File: config.mk
export PLATFORM = sky130hd
export DESIGN_NAME = cmprs_vsync_late_gen
export DESIGN_NICKNAME = d
export VERILOG_FILES = /design/src/rtl/cmprs_vsync_late_gen.sv
export SDC_FILE = /design/constraint.sdc
export NUM_CORES = 1
export LEC_CHECK = 0
export ABC_AREA = 1
export CAP_MARGIN = 5
export CORE_UTILIZATION = 50
export CTS_CLUSTER_DIAMETER = 150
export DETAILED_ROUTE_END_ITERATION = 16
export GPL_TIMING_DRIVEN = 0
export PLACE_DENSITY = 0.83
export SLEW_MARGIN = 15
export SYNTH_ARGS = -nofsm -noshare
export SYNTH_HDL_FRONTEND = slang
export SYNTH_SLANG_ARGS = --single-unit
File: constraint.sdc
create_clock -name xclk -period 3.56 [get_ports xclk]
set_clock_uncertainty 0.2 [all_clocks]
set_input_delay 0.534 -clock xclk [delete_from_list [all_inputs] [get_ports xclk]]
set_output_delay 0.534 -clock xclk [all_outputs]
set_load 0.005 [all_outputs]
File: src/rtl/cmprs_vsync_late_gen.sv
// cmprs_vsync_late_gen: delayed frame-start pulse fired a programmable number of lines after sof.
// Optional forced-fire timeout enabled by defining VSYNC_LATE_TIMEOUT_EN.
module cmprs_vsync_late_gen #(
    parameter int FRAME_HEIGHT_BITS  = 16,
    parameter int LAST_FRAME_BITS    = 16,
    parameter int DFLT_LINE_DELAY    = 16,
    parameter int VLATE_TIMEOUT_BITS = 20
) (
    input  logic                          xclk,
    input  logic                          xrst_n,
    input  logic                          en,
    input  logic                          sof,
    input  logic                          eol,
    input  logic                          cfg_we,
    input  logic [FRAME_HEIGHT_BITS-1:0]  cfg_delay,
    input  logic [VLATE_TIMEOUT_BITS-1:0] cfg_timeout,
    output logic                          vsync_late,
    output logic                          waiting,
    output logic [FRAME_HEIGHT_BITS-1:0]  line_cnt,
    output logic [LAST_FRAME_BITS-1:0]    frame_num,
    output logic                          restarted,
    output logic                          timed_out
);
    typedef enum logic [1:0] {IDLE, WAIT, FIRE, WAIT_SOF} state_t;
    state_t state;
    logic [FRAME_HEIGHT_BITS-1:0] shadow, delay;
    assign waiting = state == WAIT;
`ifdef VSYNC_LATE_TIMEOUT_EN
    logic [VLATE_TIMEOUT_BITS-1:0] tmo_cnt;
    logic tmo_on;
`else
    logic unused_timeout;
    assign unused_timeout = ^cfg_timeout;
    assign timed_out = 1'b0;
`endif
    always_ff @(posedge xclk or negedge xrst_n) begin
        if (!xrst_n) begin
            state      <= IDLE;
            vsync_late <= 1'b0;
            line_cnt   <= '0;
            frame_num  <= '0;
            restarted  <= 1'b0;
            shadow     <= FRAME_HEIGHT_BITS'(DFLT_LINE_DELAY);
            delay      <= FRAME_HEIGHT_BITS'(DFLT_LINE_DELAY);
`ifdef VSYNC_LATE_TIMEOUT_EN
            timed_out  <= 1'b0;
            tmo_cnt    <= '0;
            tmo_on     <= 1'b0;
`endif
        end else begin
            vsync_late <= 1'b0;
            // clears come first so a same-cycle setting event wins
            if (cfg_we) begin
                shadow    <= cfg_delay;
                restarted <= 1'b0;
            end
`ifdef VSYNC_LATE_TIMEOUT_EN
            if (cfg_we) timed_out <= 1'b0;
`endif
            if (!en) begin
                state <= IDLE;
            end else begin
                if (state == FIRE) begin
                    vsync_late <= 1'b1;
                    frame_num  <= frame_num + 1'b1;
                    state      <= WAIT_SOF;
                end
                if (sof) begin
                    if (state == WAIT) restarted <= 1'b1;
                    state    <= WAIT;
                    line_cnt <= '0;
                    delay    <= shadow;
`ifdef VSYNC_LATE_TIMEOUT_EN
                    tmo_cnt  <= cfg_timeout;
                    tmo_on   <= |cfg_timeout;
`endif
                end else if (state == WAIT) begin
                    if (eol && !(&line_cnt)) line_cnt <= line_cnt + 1'b1;
                    if (line_cnt == delay) state <= FIRE;
`ifdef VSYNC_LATE_TIMEOUT_EN
                    else if (tmo_on && tmo_cnt == '0) begin
                        state     <= FIRE;
                        timed_out <= 1'b1;
                    end
                    if (tmo_cnt != '0) tmo_cnt <= tmo_cnt - 1'b1;
`endif
                end
            end
        end
    end
endmodule

# After elaboration in Yosys (flattened, before gate mapping)
# Cells that the tools add are included.
# totals
wordCells	34
out_inout_bits	36
regBits	68
# classes
reduce_logical	8
add_sub_neg	2
mux	14
eq_ne	3
# op_table
op	count
two-way mux 16 bit	3
adder 16 x 1 -> 16 bit, second input constant	2
equality test 16 bit	1
AND reduction 16 bit	1
two-way mux 2 bit	5
two-way mux 1 bit	6
AND reduction 2 bit	2
nonzero test 2 bit	2
AND reduction 3 bit	1
equality test 2 x 1 -> 1 bit, second input constant	1
equality test 2 bit, second input constant	1
logical AND 1 bit	1
logical NOT 1 bit	1

# Depth between registers and ports, before layout
# depth
word_depth	6
ltp_mapped	11
depth_no_buf	10

# Worst setup path before layout
# Ideal clock, no wire load.
# synth_path
path_kind	register -> register
startpoint	register line_cnt[0]
endpoint	register line_cnt[9]
arrival_ps	1353
setup_slack_ps	1881
path_stages_with_launch	10
setup_ps	126
n_path_buf	1
synth_period_minus_slack_ps	1679
path_cell_list	dfrtp_1 ha_1 nand3_1 nor2_1 nand3_1 nand2_2 nand2_4 clkinv_4 buf_12 o21ai_0
# synth_via
elab_chain_cells	5
word_cells_on_any_way	9
# synth_lines
element	line_no	source
start, declared	19	output logic [FRAME_HEIGHT_BITS-1:0] line_cnt,
start signal, assigned	78	if (eol && !(&line_cnt)) line_cnt <= line_cnt + 1'b1;
branches (longest 5 deep; another with adder 16 x 1 -> 16 bit)	-	
# Several ways; the timed one is not identified. The select of a mux whose other input is x is not followed.
# A chain may end at the register's enable or synchronous reset.

# Worst setup path after layout
# layout_path
startpoint	register state[1]
endpoint	output port waiting
# layout_via
elab_chain_cells	1
# layout_lines
element	line_no	source
start, declared	25	state_t state;
start signal, assigned	38	state <= IDLE;
start signal, assigned	61	state <= IDLE;
start signal, assigned	66	state <= WAIT_SOF;
equality test 2 x 1 -> 1 bit	27	assign waiting = state == WAIT;
end, declared	18	output logic waiting,
# Every way passes these cells.

==> impl_metrics.yaml <==
clock_network:
  postCtsSetupBuffers: 0
  cts_buffer_depth: 2
  hold_buffers: 1
  clkTransAtPathRegs_ns: 0.08
  cts_tree: "yes"
  htreeDepth: 3
  cts_inserted_buffers: 9
  cts.repair.resized: 0
  cts_sinks: 68
  clk_latency_ns: 0.35
  cts_root_buffer: "clkbuf_8"
critical_path:
  cp.depth: 4
  cpMaxStageDelayCell: "clkdlybuf4s50_1"
  r2r_cells: 9
  worstSetupEndpointType: "output pin"
  path_delay_family: "buffers and inverters"
  r2r_end: "line_cnt[7]"
  r2r_start: "line_cnt[0]"
  path_cells: "inv_1, nand2_1, inv_1, clkdlybuf4s50_1"
  cp_num_buf_inv: 3
  reg2reg_slack_ns: 1.58
  cp.required_ns: 2.83
  max_stage_delay_ns: 0.52
  crit_end: "waiting"
  setup.worst_path.start: "state[1]"
  worstSetupPathType: "register to output pin"
  crit_fanout: 4
  path_common_cell: "inv_1"
  worstPathArrival_ns: 1.59
  cp-start-kind: "register"
floorplanning:
  initial_utilization_pct: 52.8
  num_io_pins: 78
  die_h_um: 84.6
  die-width_um: 84.6
  rows: 29
  core_area_um2: 6460
  dieArea_um2: 7160
timing:
  slew_violations: 0
  hold_viol: 0
  fin_ws_ns: 1.23
  period_needed_ns: 2.33
  setup_viol: 0
  fin_crit_sh_pct: 65.3
  rsz0062_at_grt: "false"
  fin_tns_setup_ns: 0
  max_freq_mhz: 430
place:
  hpwl_um: 5460
  place.gp.congestion: 0.916
  dp.cells: 574
  port_buffers: 56
  dpl_worst_slack_ns: 1.18
final_layout:
  area_delta_synth_final_pct: 26.6
  final_common_cell: "nand2_1"
  final_cell_mix: "141 x nand2_1, 66 x inv_1, 66 x dfrtp_1, 55 x clkdlybuf4s50_1, 44 x o21ai_0"
  drive_above_1_share_pct: 7.20
  fin_util_pct: 66.9
  diodes: 0
  nNetsFinal: 553
  layoutNonFillerInstCount: 591
synth:
  postSynthCellCount: 440
  ys_types: 30
  synth_area_um2: 3410
  ys_warn_count: 0
  ys_seq_elements: 68
  syn_nets: 484
  yosysSeqAreaShare_pct: 50.0
  avgSynthCellArea_um2: 7.75
  synth-edff-count: 0
  synth-async-reset-ratio_pct: 100
  synth_flop_cell: "dfrtp_1"
global_routing:
  grt_max_degree: 45
  grt_use_total_pct: 22.5
  grt_pass1_wl_um: 12700
  antenna_found_initial: 0
  grt_pass1_vias: 2736
  gr-total-overflow: 0
power:
  vdd_drop_max_mv: 0.272
  p_leak_nw: 2.10
  power_w: 0.00187
  powerDensity_nw_per_um2: 434
hold_path:
  min_path_cells: 2
  min_path_type: "register to register"
job:
  maxCapViolCount: 0
routing:
  drc: 0
  drt-total-wl_um: 7430
  wl_per_cell_um: 12.6
  viasPerCell: 5.03
  drtIter0Drc: 273
  drt_pass1_iterations: 14
  vias: 2974
  drtAntennaViolNets: 0
status:
  status: "finished clean"
-- synthesized netlist by cell type (4+ instances only) --
cell type / instances / area share (%)
nor2_1: 35 / 3.9
o21ai_0: 44 / 6.5
nand2_1: 141 / 16
dfrtp_1: 66 / 48
xnor2_1: 5 / 1.3
clkbuf_1: 7 / 0.77
a21oi_1: 4 / 0.59
xor2_1: 12 / 3.1
nand4_1: 6 / 1.1
nand3_1: 25 / 3.7
inv_1: 66 / 7.3
-- worst min-delay path by stage --
stage                    end           from  slack (ns)
2_1_floorplan       delay[0]         xrst_n        0.04
3_5_place_dp       shadow[1]         xrst_n        0.26
3_3_place_gp       shadow[4]      shadow[4]        0.28
6_report       frame_num[15]  frame_num[15]        0.30
5_1_grt        frame_num[15]  frame_num[15]        0.32
4_1_cts        frame_num[15]  frame_num[15]        0.31
-- tightest hold or removal path: stages (launching register included) --
cell and delay, ns:
dfrtp_1 0.36, xor2_1 0.07, inv_1 0.05
-- flip-flops by register name (all words and copies together), names as in the netlist --
name / count
delay: 16
frame_num: 16
line_cnt: 16
shadow: 16
state: 2
restarted: 1
vsync_late: 1
-- cell type report --
| cell class | instances | area, um2 |
|---|---|---|
| well taps | 77 | 96.3 |
| fillers | 519 | 2140 |
| clock buffers | 9 | 124 |
| flip-flops and latches | 68 | 1700 |
| inverters | 67 | 256 |
| plain buffers | 11 | 70.1 |
| clock inverters | 7 | 98.8 |
| repair buffers | 58 | 588 |
| multi-input cells | 294 | 1380 |
-- where the power goes --
| part | total, W | switching [W] | internal, W |
|---|---|---|---|
| Sequential | 0.000889 | 0.0000518 | 0.000838 |
| Clock | 0.000719 | 0.000320 | 0.000399 |
| Combinational | 0.000264 | 0.000135 | 0.000129 |
-- layer usage --
layer / GRT usage, % / part of all wire [%] / vias to the layer above
met5: 0 / 0 / -
met4: 10.0 / 2.5 / 0
met3: 4.13 / 4.5 / 19
met2: 35.6 / 47 / 108
met1: 30.5 / 46 / 1349
li1: - / - / 1498
-- cell families after synthesis --
| group | share of synthesized area [%] |
|---|---|
| adder cells (fa/ha/maj) | 0.734 |
| buffers and inverters | 9.57 |
| other | 0.110 |
| AO/OA/AOI/OAI | 8.18 |
| XOR/XNOR | 4.37 |
| AND/OR/NAND/NOR | 27.1 |
| flip-flops | 50.0 |
-- metrics by stage --
| step | hold WS [ns] | instance area, um2 |
|---|---|---|
| 5_1_grt | 0.321 | 4320 |
| 6_report | 0.304 | 4320 |
| 3_3_place_gp | 0.279 | 4070 |
| 3_5_place_dp | 0.258 | 4090 |
| 4_1_cts | 0.307 | 4320 |
| 2_1_floorplan | 0.0384 | 3410 |
(Power assumes the default switching activity.)
==> edit: new RTL, same flow settings <==
The parameter `FRAME_HEIGHT_BITS` goes from 16 to 32.
--- a/src/rtl/cmprs_vsync_late_gen.sv
+++ b/src/rtl/cmprs_vsync_late_gen.sv
@@ -3,3 +3,3 @@
 module cmprs_vsync_late_gen #(
-    parameter int FRAME_HEIGHT_BITS  = 16,
+    parameter int FRAME_HEIGHT_BITS  = 32,
     parameter int LAST_FRAME_BITS    = 16,
Ports: changed (resized cfg_delay and line_cnt); port bits go from 78 to 110. The function was not compared with the original's and may differ.
==> edit against the unedited design <==
Area after synthesis is 79% higher. Combinational power is 52% higher. Final area is 81% higher. Synthesized cell count is 86% higher. Total power is 97% higher. Via count is 90% higher. Wire length is 110% higher. Setup slack worse by 160 ps. Register-to-register slack worse by 510 ps. Count of clock-buffer cells in the layout is 10 higher. Sequential cell count is 48 higher. Sequential power is 69% higher. Final cell count is 84% higher.
==> edit: results (changes against the unedited design) <==
metric,value,unit,change
IO Port Bufs,86,,+54%
first-pass GRT wire length,26500,um,+110%
largest net degree at the start of global routing,76,,+69%
Non-Clock Buffer Count,119,,+72%
Placed Area,7190,um^2,+76%
leak pwr,0.00362,uW,+73%
"CTS clk-pin slew, worst paths",60,ps,-20 ps
first-pass detailed-route iteration total,5,,-9
Metal-1 WL,6950,um,+110%
Seq cells post-synth,116,,+71%
Post-Place Cells,1054,,+84%
ClkCell Share,7.98,%,+2.8 points
gpl congestion,0.977,,+6.6%
Clock buffer cells,19,,+10
Die Footprint,12700,um^2,+77%
Layout fillers,972,,+87%
Num CTS Buffers,17,,+8
comb_multi_in,581,,+98%
post-layout net count,987,,+78%
sequential fraction of the synthesis area,47.5,%,-2.5 points
GRT met3 Usage,5.40,%,+1.3 points
CTS Root Cell,clkbuf_16,,
pre-CTS setup slack,1020,ps,-154 ps
layout cells sized above 1,6.70,%,-0.50 points
status,finished clean,,
buffering overhead,13.7,%,-1.6 points
crit path max fanout,10,,+6
vias in the first global route,5477,,+100%
Post-synth top cells,"278 x nand2_1, 114 x dfrtp_1, 89 x inv_1, 87 x nor2_1, 66 x o21ai_0",,
Vias/cell,5.19,,+3.2%
GR Layer Usage met1,35.8,%,+5.2 points
Critical Path Max Stage Delay,560,ps,+40 ps
VDD IR-drop max,0.000299,V,+9.8%
Switching Fraction,25.3,%,-1.8 points
"top cells by area, synth","dfrtp_1 47%, nand2_1 17%, inv_1 5.5%",,
Cells after Synth,820,,+86%
DP HPWL,11500,um,+110%
FF+latch area,2910,um^2,+70%
Non-clk invs,92,,+37%
H-Tree Depth,4,,+1
wire length on met2,7420,um,+110%
final WL,15600,um,+110%
clk_lat worst skew,420,ps,+70 ps
==> edit: cell count changes after synthesis, moves of 5 or more <==
cell,before,now
inv_1,66,89
nand2_1,141,278
nor3_1,3,24
o21ai_0,44,66
nand3_1,25,56
dfrtp_1,66,114
nor2_1,35,87
clkbuf_1,7,14
xnor2_1,5,30
xor2_1,12,17
==> edit: cell families (layout without fill, tap and decap cells) <==
| family | Yosys count | in the layout | share of synthesized area [%] |
|---|---|---|---|
| xor gates and xnor gates | 47 | 47 | 6.73 |
| other | 1 | 1 | 0.0613 |
| AOI/OAI and AO/OA | 70 | 70 | 5.79 |
| adders and majority gates | 2 | 2 | 0.409 |
| and+or+nand+nor | 461 | 461 | 31.1 |
| DFF | 116 | 116 | 47.5 |
| buffers and inverters | 123 | 243 | 8.44 |
==> edit: worst max-delay path, delay by kind of cell (launching register included) <==
family                     cells  cell delay [ps]
adders and majority gates      1              430
buffers and inverters          1              150
DFF                            1              560
and+or+nand+nor                9             1030
==> edit: repair_timing <==
item,CTS,global route
buffers inserted,0,0
hold buffers,1,0
hold endpoints to repair,39,0
setup endpoints to repair,0,0
==> edit: worst paths after layout <==
kind | end | cells past startpoint | slack, ps
worst max register to register | line_cnt[23] | 11 | 1070
worst min-delay path | shadow[4] | 2 | 290
min in group asynchronous | shadow[12] | 2 | 400
worst max-delay path | line_cnt[23] | 11 | 1070
worst min register to register | shadow[4] | 2 | 290
max in group asynchronous | line_cnt[29] | 3 | 2070
==> edit: power groups by stage <==
stage	Combinational (uW)	Sequential [uW]	Clock (uW)
finish	401	1500	1790
floorplan	224	1510	0
detailed placement	401	1530	0
global route	457	1520	1870
CTS	405	1500	1800
global placement	382	1520	0
